<file path="src/rtl/branch_pkg.sv">
// Shared encodings for the branch sequencing controller: FSM states, branch
// opcodes, ALU operation codes and datapath mux selects.
package branch_pkg;

    typedef enum logic [2:0] {
        ST_IDLE    = 3'd0,
        ST_LOAD    = 3'd1,
        ST_TARGET  = 3'd2,
        ST_COMPARE = 3'd3,
        ST_RESOLVE = 3'd4
    } state_t;

    typedef enum logic [1:0] {
        BR_BEQ = 2'b00,
        BR_BNE = 2'b01,
        BR_BLE = 2'b10,
        BR_BGT = 2'b11
    } br_op_t;

    localparam logic [2:0] ALU_IDLE = 3'b000;
    localparam logic [2:0] ALU_ADD  = 3'b001;
    localparam logic [2:0] ALU_SUB  = 3'b010;

    localparam logic [1:0] SRC_A_PC     = 2'b00;
    localparam logic [1:0] SRC_A_REG    = 2'b01;
    localparam logic [1:0] SRC_B_REG    = 2'b00;
    localparam logic [1:0] SRC_B_OFFSET = 2'b11;

    localparam logic [1:0] PC_SRC_ALU    = 2'b00;
    localparam logic [1:0] PC_SRC_ALUOUT = 2'b01;

endpackage

</file>
<file path="src/rtl/branch_cond_eval.sv">
// Branch condition decode: maps the latched opcode and the ALU flags captured
// during COMPARE onto a single taken/not-taken decision.
module branch_cond_eval
    import branch_pkg::*;
(
    input  br_op_t br_op,
    input  logic   igual,
    input  logic   maior,
    output logic   cond
);

    always_comb begin
        cond = 1'b0;
        case (br_op)
            BR_BEQ:  cond = igual;
            BR_BNE:  cond = !igual;
            BR_BLE:  cond = !maior;
            BR_BGT:  cond = maior;
            default: cond = 1'b0;
        endcase
    end

endmodule

</file>
<file path="src/rtl/branch_seq_ctrl.sv">
// Multi-cycle conditional branch sequencer: LOAD, TARGET, COMPARE, RESOLVE
// with registered Moore outputs and saturating branch statistics.
module branch_seq_ctrl
    import branch_pkg::*;
#(
    parameter int CNT_W = 16
) (
    input  logic             clk,
    input  logic             reset,
    input  logic             start,
    input  logic [1:0]       br_op,
    input  logic             igual,
    input  logic             maior,
    output logic             busy,
    output logic             done,
    output logic             regs_load,
    output logic [1:0]       alu_src_a,
    output logic [1:0]       alu_src_b,
    output logic [2:0]       alu_op,
    output logic             alu_out_load,
    output logic [1:0]       pc_source,
    output logic             pc_write,
    output logic             taken,
    output logic [CNT_W-1:0] branch_count,
    output logic [CNT_W-1:0] taken_count
);

    state_t state;
    br_op_t op_q;
    logic   igual_q;
    logic   maior_q;
    logic   cond;

    function automatic logic [CNT_W-1:0] sat_inc(input logic [CNT_W-1:0] v);
        return (&v) ? v : v + {{(CNT_W-1){1'b0}}, 1'b1};
    endfunction

    branch_cond_eval u_cond_eval (
        .br_op (op_q),
        .igual (igual_q),
        .maior (maior_q),
        .cond  (cond)
    );

    // done is only high in RESOLVE, so gating with it keeps pc_write a pure
    // function of state plus the flags captured at the end of COMPARE.
    assign pc_write = done & cond;

    // Outputs are loaded with the decode of the state being entered, so they
    // line up exactly with the state register.
    always_ff @(posedge clk or negedge reset) begin
        if (!reset) begin
            state        <= ST_IDLE;
            op_q         <= BR_BEQ;
            igual_q      <= 1'b0;
            maior_q      <= 1'b0;
            busy         <= 1'b0;
            done         <= 1'b0;
            regs_load    <= 1'b0;
            alu_src_a    <= SRC_A_PC;
            alu_src_b    <= SRC_B_REG;
            alu_op       <= ALU_IDLE;
            alu_out_load <= 1'b0;
            pc_source    <= PC_SRC_ALU;
            taken        <= 1'b0;
            branch_count <= '0;
            taken_count  <= '0;
        end else begin
            done         <= 1'b0;
            regs_load    <= 1'b0;
            alu_src_a    <= SRC_A_PC;
            alu_src_b    <= SRC_B_REG;
            alu_op       <= ALU_IDLE;
            alu_out_load <= 1'b0;
            pc_source    <= PC_SRC_ALU;
            case (state)
                ST_IDLE: begin
                    if (start) begin
                        state     <= ST_LOAD;
                        op_q      <= br_op_t'(br_op);
                        busy      <= 1'b1;
                        regs_load <= 1'b1;
                    end
                end
                ST_LOAD: begin
                    state        <= ST_TARGET;
                    alu_src_a    <= SRC_A_PC;
                    alu_src_b    <= SRC_B_OFFSET;
                    alu_op       <= ALU_ADD;
                    alu_out_load <= 1'b1;
                end
                ST_TARGET: begin
                    state     <= ST_COMPARE;
                    alu_src_a <= SRC_A_REG;
                    alu_src_b <= SRC_B_REG;
                    alu_op    <= ALU_SUB;
                end
                ST_COMPARE: begin
                    state     <= ST_RESOLVE;
                    igual_q   <= igual;
                    maior_q   <= maior;
                    done      <= 1'b1;
                    pc_source <= PC_SRC_ALUOUT;
                end
                ST_RESOLVE: begin
                    state        <= ST_IDLE;
                    busy         <= 1'b0;
                    taken        <= cond;
                    branch_count <= sat_inc(branch_count);
                    if (cond) begin
                        taken_count <= sat_inc(taken_count);
                    end
                end
                default: begin
                    state <= ST_IDLE;
                    busy  <= 1'b0;
                end
            endcase
        end
    end

endmodule

</file>
<file path="config.mk">
export PLATFORM = sky130hd
export DESIGN_NAME = branch_seq_ctrl
export DESIGN_NICKNAME = d
export VERILOG_FILES = /design/src/rtl/branch_pkg.sv /design/src/rtl/branch_cond_eval.sv /design/src/rtl/branch_seq_ctrl.sv
export SDC_FILE = /design/constraint.sdc
export NUM_CORES = 1
export LEC_CHECK = 0
export CAP_MARGIN = 30
export CORE_MARGIN = 3
export CORE_UTILIZATION = 51
export CTS_BUF_LIST = sky130_fd_sc_hd__clkbuf_4 sky130_fd_sc_hd__clkbuf_8
export CTS_CLUSTER_SIZE = 16
export DETAILED_ROUTE_END_ITERATION = 8
export PLACE_DENSITY = 0.82
export SKIP_LAST_GASP = 1
export SYNTH_ARGS = -nofsm -noshare
export SYNTH_HDL_FRONTEND = slang
export SYNTH_SLANG_ARGS = --single-unit
export TNS_END_PERCENT = 1
</file>
<file path="constraint.sdc">
create_clock -name clk -period 2.1 [get_ports clk]
set_input_delay 0.315 -clock clk [delete_from_list [all_inputs] [get_ports clk]]
set_output_delay 0.315 -clock clk [all_outputs]
set_load 0.005 [all_outputs]
</file>
* After elaboration in Yosys (flattened, before gate mapping) *
Index checks and enable logic that the tools add are counted.
W data, S select, Z words.

word-level totals
  register bits after elaboration = 53
  output and inout bits = 47

cells by class
  add/sub/neg operators = 2
  reduce and logical (&&, ||, !) cells = 11
  equality and inequality tests = 8
  bitwise logic cells = 4
  muxes and demuxes = 13

operators by type and width
  cell                     count
  $add A16 B1 Y16 const B  2
  $reduce_and A16 Y1       2
  $pmux W3 S4              1
  $mux W1                  7
  $eq A3 B2 Y1 const B     2
  $reduce_and A2 Y1        3
  $eq A2 B2 Y1 const B     2
  $pmux W1 S4              1
  $pmux W2 S2              1
  $eq A3 B1 Y1 const B     1
  $eq A3 B3 Y1 const B     1
  $logic_not A3 Y1         1
  $mux W3                  1
  $not A1 Y1               3
  $reduce_and A3 Y1        1
  $reduce_or A3 Y1         1
  $eq A2 B1 Y1 const B     1
  $logic_not A1 Y1         2
  $logic_not A2 Y1         1
  $mux W2                  1
  $ne A2 B2 Y1 const B     1
  $pmux W1 S2              1
  $and A1 B1 Y1            1

* Logic depth before layout (Yosys ltp) *
Gate-level depths: netlist of the first run.

  depth in word-level cells = 4
  depth in mapped cells = 6

* Modules after synthesis *
Synthesis of the first run repeated with hierarchy kept, for this count alone.

unflattened totals
  cell total of the unflattened synthesis = 190
  area total of the unflattened synthesis = 2153.3 um2

modules (own cells, without submodules)
  module            seq. area each (um2)  instances  area each (um2)  cells an instance
  branch_seq_ctrl   1151.1                1          2130.8           187
  branch_cond_eval  0.0                   1          22.5             3

* Least setup slack after synthesis of the first run *
Ideal clock, no wire load.

  path type = register to register
  start point = register branch_count[0]
  end point = register branch_count[1]
  clock period less this slack = 1.833 ns
  slack = 0.267 ns
  arrival = 1.708 ns
  stages on the path, launching flop included = 6
  setup time = 0.125 ns
  data required time = 1.975 ns
  cells stage by stage = dfrtp_1 ha_1 and3_2 nand3_1 o31a_2 mux2_4

between the ends
  cells in the longest elaborated chain, start to end = 3
  elaborated cells on any way between the ends = 4
  classes of those cells = 1 x add/sub; 1 x bitwise; 2 x reduce/logical

ends and longest elaborated chain
  item                                                     RTL line                text
  start: declaration                                       branch_seq_ctrl.sv:24   output logic [CNT_W-1:0] branch_count,
  start signal: assignment                                 branch_seq_ctrl.sv:109  branch_count <= sat_inc(branch_count);
  branches (longest 3 deep; another with $add A16 B1 Y16)  --

Parallel ways; which one is timed is not known.
A chain may end at the register's enable or synchronous reset.

* Worst setup path after layout of the first run *
  start point = register op_q[1]
  end point = output port pc_write

between the ends
  cells in the longest elaborated chain, start to end = 3
  elaborated cells on any way between the ends = 6
  classes of those cells = 3 x eq/ne; 1 x mux; 1 x bitwise; 1 x reduce/logical

ends and longest elaborated chain
  item                                        RTL line                text
  start: declaration                          branch_seq_ctrl.sv:29   br_op_t op_q;
  start signal: assignment                    branch_seq_ctrl.sv:80   op_q <= br_op_t'(br_op);
  $eq A2 B2 Y1, or another cell as far along  branch_cond_eval.sv:14  case (br_op)
  $pmux W1 S4 *                               branch_cond_eval.sv:14
  $and A1 B1 Y1 *                             branch_seq_ctrl.sv:47   assign pc_write = done & cond;
  end: declaration                            branch_seq_ctrl.sv:22   output logic pc_write,

Every way passes the cells marked *; elsewhere a longest branch is shown, timed or not.

==> impl_metrics.py, run 1 <==
metrics = {
    "outcome": {
        "outcome": "complete, no violations",
    },
    "detailed_routing": {
        "drt_iter0_drc": 111,
        "wl_per_cell_um": 14.8,
        "drt-vias-per-instance": 5.49,
        "via_count": 1586,
        "drc_errors": 0,
        "ant_nets": 0,
        "drt_pre_antenna_iters": 4,
        "wirelength_um": 4290,
    },
    "synth": {
        "synth-edff-count": 0,
        "syn_area_per_cell_sq_um": 11.8,
        "postSynthCellCount": 182,
        "ys_types": 41,
        "synth-seq-cells": 46,
        "yosys_warnings": 0,
        "synth-async-reset-ratio": 1.00,
        "yosysSeqAreaShare": 0.534,
        "ys.flop_type": "dfrtp_1",
        "syn-cell-area_sq_mm": 0.00215,
    },
    "timing": {
        "maxSlewViolCount": 0,
        "max_freq_mhz": 494,
        "final_hold_viol_count": 0,
        "fin_crit_sh": 0.965,
        "rsz0062_at_grt": "no",
        "tightest_slew_ns": 0.562,
        "finalSetupViolations": 0,
        "fin_worst_skew_ns": 0.0103,
        "fin_ws_ns": 0.0741,
        "setup_tns_ns": 0,
        "fin_crit_ns": 2.03,
        "relSlewSlack": 0.626,
        "holdWs_ns": 0.0897,
    },
    "grt": {
        "gr-total-overflow": 0,
        "first_global_vias": 1590,
        "grt_pass1_wl_um": 7380,
        "antenna_found_initial": 0,
        "grt_start_max_net_pins": 47,
        "grt_util_all_layers": 0.183,
    },
    "placed_design": {
        "place_congestion": 0.857,
        "io_buffers": 50,
        "dp_slack_ns": 0.226,
        "dpl-instance-area_sq_mm": 0.00270,
        "dpl.hpwl_um": 3130,
        "place_inst": 280,
    },
    "setup_path": {
        "cp_slowest_cell": "clkdlybuf4s50_1",
        "rr_startpoint": "branch_count[0]",
        "path_max_fanout": 3,
        "start_kind": "flip-flop",
        "arrival_ns": 1.71,
        "cp.required_ns": 1.78,
        "path_cells": "and2_4 > o21a_2 > o21a_1 > clkdlybuf4s50_1",
        "max_stage_delay_ns": 0.44,
        "critPathLaunch": "op_q[1]",
        "end_kind": "output pin",
        "path_class": "flip-flop to output pin",
    },
    "die": {
        "fp.dieW_um": 71.0,
        "die-area_sq_mm": 0.00504,
        "num_io_pins": 54,
        "start_util": 0.559,
        "core_area_sq_mm": 0.00385,
        "row_count": 22,
        "fp.dieH_um": 71.0,
    },
    "layout": {
        "post-route-util": 0.735,
        "nets": 249,
        "syn_to_final_growth_pct": 31.5,
        "drive_gt1_frac": 0.174,
        "design_area_sq_mm": 0.00283,
        "fillCellCount": 293,
        "final_cells": 289,
        "diodes": 0,
    },
    "cts": {
        "cts_tree": "done",
        "root_buffer": "clkbuf_8",
        "cts_buffers": 5,
        "clock_latency_ns": 0.30,
        "clkTransAtPathRegs_ns": 0.09,
        "cts_buffer_depth": 2,
        "htree_levels": 2,
        "cts_hold_buf": 0,
        "clock_sink_count": 46,
    },
    "pwr": {
        "power_mw": 2.78,
        "p_leak_nw": 1.23,
        "power_density_mw_per_mm2": 982,
        "ir_drop_mv": 0.900,
    },
    "job": {
        "cap_viol_max_count": 0,
    },
    "worst_hold_path": {
        "min_path_type": "input pin to async pin",
    },
}
==> cell usage after synthesis (2+ instances only) <==
cell | n | area (sq um)
dfrtp_1 | 46 | 1150
xor2_1 | 15 | 131
nand2_1 | 13 | 48.8
xnor2_1 | 11 | 96.3
nor2_1 | 10 | 37.5
buf_4 | 7 | 52.6
nand3_1 | 7 | 35.0
nand4_1 | 7 | 43.8
nor4_1 | 6 | 37.5
mux2_2 | 5 | 56.3
a31oi_1 | 4 | 25.0
and3_1 | 4 | 25.0
o21a_1 | 4 | 30.0
and3_2 | 3 | 22.5
nor3_1 | 3 | 15.0
nor3b_1 | 3 | 22.5
nor4b_1 | 3 | 26.3
a21oi_1 | 2 | 10.0
and2_1 | 2 | 12.5
ha_1 | 2 | 25.0
inv_1 | 2 | 7.51
nor3_2 | 2 | 20.0
o2111ai_1 | 2 | 17.5
or2_2 | 2 | 12.5
==> placed cells by master (no fill, tap or decap), drive strengths merged <==
cell           instances
conb                   3
nor3                   6
clkinvlp               1
nand3                  7
or3b                   1
or2                    3
nor4b                  4
a21oi                  2
ha                     2
o21ai                  3
bufinv                 1
a31oi                  4
clkdlybuf4s50         49
a21o                   1
or3                    1
xor2                  15
clkbuf                 6
a41oi                  1
o2111ai                3
o21a                   4
inv                    2
nand2                 13
xnor2                 11
and4                   1
and3                   7
nand4                  7
o31a                   1
mux2                   6
dfrtp                 46
nor2                  10
nor4                   6
nor3b                  4
buf                    8
and2                   2
==> critical path: cells and delay by family, from the launching register on <==
family	cells	cell delay [ns]
AO/OA/AOI/OAI	2	0.41
buffers and inverters	1	0.44
flip-flops	1	0.41
AND/OR/NAND/NOR	1	0.16
==> repair_timing <==
| action | 4_1_cts | 5_1_grt |
|---|---|---|
| endpoints found under the setup margin | 1 | 1 |
| pin swaps | 0 | 1 |
| resized for setup | 1 | 3 |
| buffers inserted | 0 | 1 |
==> power by group <==
group / switching [mW] / internal (mW)
Clock: 0.289 / 0.368
Combinational: 0.316 / 0.537
Sequential: 0.205 / 1.07
Total: 0.810 / 1.97
==> sequential cells by signal, summed over array words and instances, names as in the netlist <==
| register | cells |
|---|---|
| igual_q | 1 |
| busy | 1 |
| alu_src_b | 1 |
| branch_count | 16 |
| taken | 1 |
| op_q | 2 |
| alu_op | 2 |
| state | 3 |
| regs_load | 1 |
| taken_count | 16 |
| pc_source | 1 |
| maior_q | 1 |
==> worst paths after layout <==
| check | end | slack, ns | cells past startpoint |
|---|---|---|---|
| max | pc_write | 0.07 | 4 |
| min | state[1] | 0.09 | 2 |
| max reg2reg | branch_count[1] | 0.20 | 5 |
| min reg2reg | taken_count[14] | 0.49 | 1 |
| max in group asynchronous | taken_count[14] | 1.63 | 2 |
| min in group clk | taken_count[14] | 0.49 | 1 |
==> area by class of cell <==
type	instances	area, sq um	share of cell area
multi-input cells	128	952	0.336
well taps	48	60.1	0.0212
clock buffers	6	76.3	0.0269
repair buffers	57	548	0.193
clock inverters	2	37.5	0.0133
flip-flops and latches	46	1150	0.406
inverters	2	7.51	0.00265
==> cells by family after synthesis <==
kind of cell	synth area share
XOR/XNOR	0.106
buffers and inverters	0.0331
flip-flops	0.534
other	0.00174
adder cells (fa/ha/maj)	0.0116
AO/OA/AOI/OAI	0.0720
multiplexers	0.0331
AND/OR/NAND/NOR	0.208
==> per-layer routing <==
metal	GRT usage	vias up	routed length (um)
met5	0	-	0
met4	0.0543	0	55
met3	0.0639	8	273
met2	0.292	54	2070
met1	0.235	761	1890
li1	-	763	-
No activity file was read; power rests on OpenSTA's default activity.
==> run 2: changes to the inputs <==
--- a/config.mk
+++ b/config.mk
@@ -11,8 +11,8 @@
 export CTS_BUF_LIST = sky130_fd_sc_hd__clkbuf_4 sky130_fd_sc_hd__clkbuf_8
 export CTS_CLUSTER_SIZE = 16
 export DETAILED_ROUTE_END_ITERATION = 8
+export GPL_TIMING_DRIVEN = 0
 export PLACE_DENSITY = 0.82
-export SKIP_LAST_GASP = 1
 export SYNTH_ARGS = -nofsm -noshare
 export SYNTH_HDL_FRONTEND = slang
 export SYNTH_SLANG_ARGS = --single-unit
==> impl_metrics.py, run 2 (same netlist as run 1, synthesis figures left out) <==
metrics = {
    "die": {
        "start_util": 0.559,
        "row_count": 22,
        "core_area_sq_mm": 0.00385,
        "fp.dieH_um": 71.0,
        "die-area_sq_mm": 0.00504,
        "fp.dieW_um": 71.0,
        "num_io_pins": 54,
    },
    "timing": {
        "maxSlewViolCount": 0,
        "fin_worst_skew_ns": 0.0116,
        "relSlewSlack": 0.534,
        "fin_crit_ns": 2.02,
        "final_hold_viol_count": 0,
        "holdWs_ns": 0.417,
        "fin_ws_ns": 0.0791,
        "finalSetupViolations": 0,
        "tightest_slew_ns": 0.689,
        "fin_crit_sh": 0.962,
        "max_freq_mhz": 495,
    },
    "pwr": {
        "power.share.sequential": 0.453,
        "p_leak_nw": 1.29,
        "p_switching_mw": 0.849,
        "switching_share": 0.304,
        "combinationalPowerShare": 0.334,
        "power_mw": 2.79,
        "clkPwrFrac": 0.213,
        "power_density_mw_per_mm2": 961,
        "ir_drop_mv": 0.818,
        "p_int_mw": 1.95,
    },
    "setup_path": {
        "cp.required_ns": 2.29,
        "start_kind": "flip-flop",
        "cp_slowest_cell": "o31a_2",
        "reg2reg_to": "branch_count[1]",
        "critPathTopFamily": "compound AO/OA/AOI/OAI gates",
        "r2r_slack_ns": 0.08,
        "path_class": "flip-flop to flip-flop",
        "arrival_ns": 2.21,
        "path_cells": "ha_1 > and3_2 > nand3_1 > o31a_2 > mux2_4",
        "path_max_fanout": 7,
        "rr_startpoint": "branch_count[0]",
        "max_stage_delay_ns": 0.48,
        "path_buf_inv": 0,
        "reg2regPathDepth": 5,
        "end_kind": "flip-flop",
    },
    "detailed_routing": {
        "drt_iter0_drc": 160,
        "drt_pre_antenna_iters": 4,
        "ant_nets": 0,
        "wl_met3_um": 208,
        "drt-vias-per-instance": 5.51,
        "drc_errors": 0,
        "drt-met1-wl_um": 1950,
        "highest_layer": "met4",
        "wirelength_um": 4380,
        "wl_per_cell_um": 14.9,
        "via_count": 1621,
        "wl_met2_um": 2150,
    },
    "cts": {
        "cts_buffer_depth": 2,
        "clkTransAtPathRegs_ns": 0.09,
        "clock_latency_ns": 0.31,
        "clock_sink_count": 46,
        "root_buffer": "clkbuf_8",
        "cts_buffers": 5,
        "cts_tree": "done",
        "htree_levels": 2,
    },
    "grt": {
        "grt_start_max_net_pins": 35,
        "antenna_found_initial": 0,
        "grt_util_all_layers": 0.181,
        "gr-total-overflow": 0,
        "first_global_vias": 1557,
        "grt_pass1_wl_um": 7230,
    },
    "worst_hold_path": {
        "min_path_type": "input pin to async pin",
    },
    "layout": {
        "syn_to_final_growth_pct": 35.0,
        "layout_commonest_cell": "clkdlybuf4s50_1",
        "drive_gt1_frac": 0.207,
        "final_cell_mix": "clkdlybuf4s50_1 (48), dfrtp_1 (44), xor2_1 (15)",
        "design_area_sq_mm": 0.00291,
        "reg_top3": "branch_count x16, taken_count x16, state x3",
        "nets": 254,
        "diodes": 0,
    },
    "placed_design": {
        "dpl-instance-area_sq_mm": 0.00274,
        "dpl.hpwl_um": 3110,
        "io_buffers": 50,
        "place_congestion": 0.807,
        "dp_slack_ns": 0.0800,
    },
    "job": {
        "cap_viol_max_count": 0,
    },
    "outcome": {
        "outcome": "complete, no violations",
    },
}
-- run 2: final cells by class --
cell class	instances	area, sq um
sequential	46	1150
multi-input combinational	128	981
fill	268	946
timing repair buffer	54	543
clock buffer	7	90.1
buffer	8	63.8
tap	48	60.1
clock inverter	1	8.76
inverter	2	7.51
-- run 2: how the worst max path moves through the flow --
stage,startpoint,endpoint,slack [ns],cells past startpoint
after CTS,op_q[1],pc_write,0.02,4
after detailed placement,branch_count[0],branch_count[1],0.08,5
after global routing,state[2],taken_count[1],-0.02,5
final,branch_count[0],branch_count[1],0.08,5
after floorplan,branch_count[0],branch_count[1],0.27,5
after global placement,reset,taken_count[15],-0.50,1
-- run 2: routing by layer --
layer  vias up  track usage
li1        773            -
met4         0       0.0564
met5         -            0
met2        50        0.273
met3         8       0.0568
met1       790        0.252
-- run 2: repair_timing --
action | CTS | global route
setup endpoints to repair | 1 | 6
hold buffers | 1 | 0
buffers inserted | 2 | 0
resized for setup | 3 | 9
endpoints found under the hold margin | 12 | 0
pin swaps | 2 | 1
-- run 2: power groups by stage --
| stage | clock network (mW) | registers, mW | logic, mW |
|---|---|---|---|
| CTS | 0.607 | 1.26 | 0.934 |
| finish | 0.596 | 1.27 | 0.933 |
| global route | 0.650 | 1.30 | 1.02 |
| global placement | 0 | 1.25 | 0.851 |
| floorplan | 0 | 1.24 | 0.456 |
| detailed placement | 0 | 1.26 | 0.880 |
-- run 2: metrics by stage --
step | util | TNS (ns) | std cells
final | 0.755 | 0 | 294
after global routing | 0.755 | -0.0283 | 294
after CTS | 0.745 | 0 | 294
after detailed placement | 0.710 | 0 | 283
after global placement | 0.706 | -22.92 | 282
after floorplan | - | 0 | 184
==> run 3: changes to the inputs <==
--- a/config.mk
+++ b/config.mk
@@ -6,13 +6,15 @@
 export NUM_CORES = 1
 export LEC_CHECK = 0
 export CAP_MARGIN = 30
+export CELL_PAD_IN_SITES_DETAIL_PLACEMENT = 1
+export CELL_PAD_IN_SITES_GLOBAL_PLACEMENT = 1
 export CORE_MARGIN = 3
-export CORE_UTILIZATION = 51
+export CORE_UTILIZATION = 40
 export CTS_BUF_LIST = sky130_fd_sc_hd__clkbuf_4 sky130_fd_sc_hd__clkbuf_8
 export CTS_CLUSTER_SIZE = 16
 export DETAILED_ROUTE_END_ITERATION = 8
 export GPL_TIMING_DRIVEN = 0
-export PLACE_DENSITY = 0.82
+export PLACE_DENSITY_LB_ADDON = 0.1
 export SYNTH_ARGS = -nofsm -noshare
 export SYNTH_HDL_FRONTEND = slang
 export SYNTH_SLANG_ARGS = --single-unit
==> impl_metrics.py, run 3 (same netlist as run 1, synthesis figures left out) <==
metrics = {
    "pwr": {
        "p_leak_nw": 1.26,
        "power_density_mw_per_mm2": 981,
        "ir_drop_mv": 0.453,
    },
    "die": {
        "fp.dieH_um": 79.4,
        "core_area_sq_mm": 0.00517,
        "fp.dieW_um": 79.4,
        "die-area_sq_mm": 0.00630,
        "num_io_pins": 54,
        "start_util": 0.417,
        "row_count": 26,
    },
    "timing": {
        "max_freq_mhz": 496,
        "fin_worst_skew_ns": 0.00965,
        "maxSlewViolCount": 0,
        "fin_ws_ns": 0.0844,
        "tightest_slew_ns": 0.723,
        "fin_crit_ns": 2.02,
        "relSlewSlack": 0.511,
        "fin_crit_sh": 0.960,
        "setup_tns_ns": 0,
        "rsz0062_at_grt": "yes",
        "finalSetupViolations": 0,
        "final_hold_viol_count": 0,
    },
    "setup_path": {
        "arrival_ns": 1.70,
        "start_kind": "flip-flop",
        "path_class": "flip-flop to output pin",
        "reg2reg_to": "taken_count[1]",
        "endpoint": "pc_write",
        "r2r_slack_ns": 0.12,
        "reg2regPathDepth": 6,
        "cp.required_ns": 1.78,
        "rr_startpoint": "taken_count[0]",
        "critPathLaunch": "op_q[1]",
        "path_max_fanout": 3,
        "end_kind": "output pin",
    },
    "placed_design": {
        "dp_slack_ns": 0.0494,
        "io_buffers": 50,
        "dpl.hpwl_um": 3640,
        "place_congestion": 0.866,
    },
    "detailed_routing": {
        "wl_per_cell_um": 15.4,
        "drt-vias-per-instance": 5.20,
        "wl_met3_um": 209,
        "wl_met2_um": 2450,
        "wirelength_um": 4860,
        "highest_layer": "met4",
        "via_count": 1642,
        "ant_nets": 0,
        "drc_errors": 0,
        "drt_iter0_drc": 35,
        "drt_pre_antenna_iters": 4,
        "drt-met1-wl_um": 2160,
    },
    "cts": {
        "htree_levels": 2,
        "clock_latency_ns": 0.29,
        "cts_buffer_depth": 2,
        "cts_buffers": 5,
        "cts_tree": "done",
        "root_buffer": "clkbuf_8",
        "clkTransAtPathRegs_ns": 0.09,
        "clock_sink_count": 46,
    },
    "layout": {
        "seq_area_sq_mm": 0.00115,
        "diodes": 0,
        "reg_top3": "branch_count x16, taken_count x16, state x3",
        "final_cell_mix": "clkdlybuf4s50_1 (49), dfrtp_1 (44), xor2_1 (15)",
        "drive_gt1_frac": 0.199,
        "fillCellCount": 552,
        "layout_commonest_cell": "clkdlybuf4s50_1",
        "multi_input_area_sq_um": 958,
        "syn_to_final_growth_pct": 35.8,
        "nets": 254,
    },
    "grt": {
        "grt_pass1_wl_um": 8220,
        "grt_util_all_layers": 0.163,
        "antenna_found_initial": 0,
        "gr-total-overflow": 0,
        "first_global_vias": 1766,
        "grt_start_max_net_pins": 33,
    },
    "outcome": {
        "outcome": "complete, no violations",
    },
    "worst_hold_path": {
        "min_path_type": "input pin to async pin",
    },
    "job": {
        "cap_viol_max_count": 0,
    },
}
==> run 3: changes by cell type in the layout (fill, tap and decap cells not counted), sizes merged <==
cell           change
clkdlybuf4s50      +1
clkbuf             -1
clkinvlp           +1
inv                -1
bufinv             +1
dlymetal6s2s       -1
==> run 3: per-layer routing <==
layer / global-route usage / vias to the layer above
li1: - / 767
met2: 0.277 / 41
met5: 0 / -
met3: 0.0350 / 4
met1: 0.210 / 830
met4: 0.0481 / 0
==> run 3: report_power, final <==
group          switching [mW]  internal (mW)  total, mW  leakage [nW]
clock                   0.296          0.368      0.665        0.0548
combinational           0.352          0.590      0.942         0.595
sequential              0.192           1.07       1.26         0.612
total                   0.839           2.03       2.87          1.26
==> run 3: per-stage QoR <==
| stage | hold WS [ns] | area, sq um | power, mW | util | cells |
|---|---|---|---|---|---|
| after floorplan | 0.0194 | 2160 | 1.69 | - | 184 |
| after global placement | 0.474 | 2750 | 2.11 | 0.532 | 304 |
| after detailed placement | 0.250 | 2770 | 2.16 | 0.535 | 305 |
| after CTS | 0.473 | 2910 | 2.90 | 0.563 | 316 |
| after global routing | 0.505 | 2930 | 3.05 | 0.566 | 316 |
| final | 0.478 | 2930 | 2.87 | 0.566 | 316 |
==> run 3: cell type report <==
cell class | count | share of cell area
multi-input combinational | 128 | 0.328
clock buffer | 6 | 0.0261
inverter | 2 | 0.00257
timing repair buffer | 54 | 0.185
clock inverter | 2 | 0.0128
sequential | 46 | 0.394
buffer | 8 | 0.0218
tap | 70 | 0.0299
==> run 3: how the worst min path moves through the flow <==
stage / cells after the start / to / slack [ns] / startpoint
4_1_cts: 2 / branch_count[14] / 0.47 / reset
5_1_grt: 2 / branch_count[13] / 0.51 / reset
3_3_place_gp: 1 / taken_count[14] / 0.47 / taken_count[14]
3_5_place_dp: 1 / branch_count[14] / 0.25 / reset
2_1_floorplan: 0 / alu_op[0] / 0.02 / reset
6_report: 2 / branch_count[14] / 0.48 / reset
==> run 3: timing repair <==
| item | in CTS | in global routing |
|---|---|---|
| gates cloned | 0 | 0 |
| buffers inserted | 2 | 0 |
| gates resized for setup | 3 | 4 |
| endpoints found under the setup margin | 1 | 6 |
| hold buffers | 1 | 0 |
| hold endpoints to repair | 14 | 0 |
| pin swaps | 2 | 0 |
==> run 3: critical path, cell delays in order (launching register included) <==
cell	delay [ns]
dfrtp_1	0.41
and2_4	0.16
o21a_2	0.21
o21a_1	0.18
clkdlybuf4s50_1	0.44
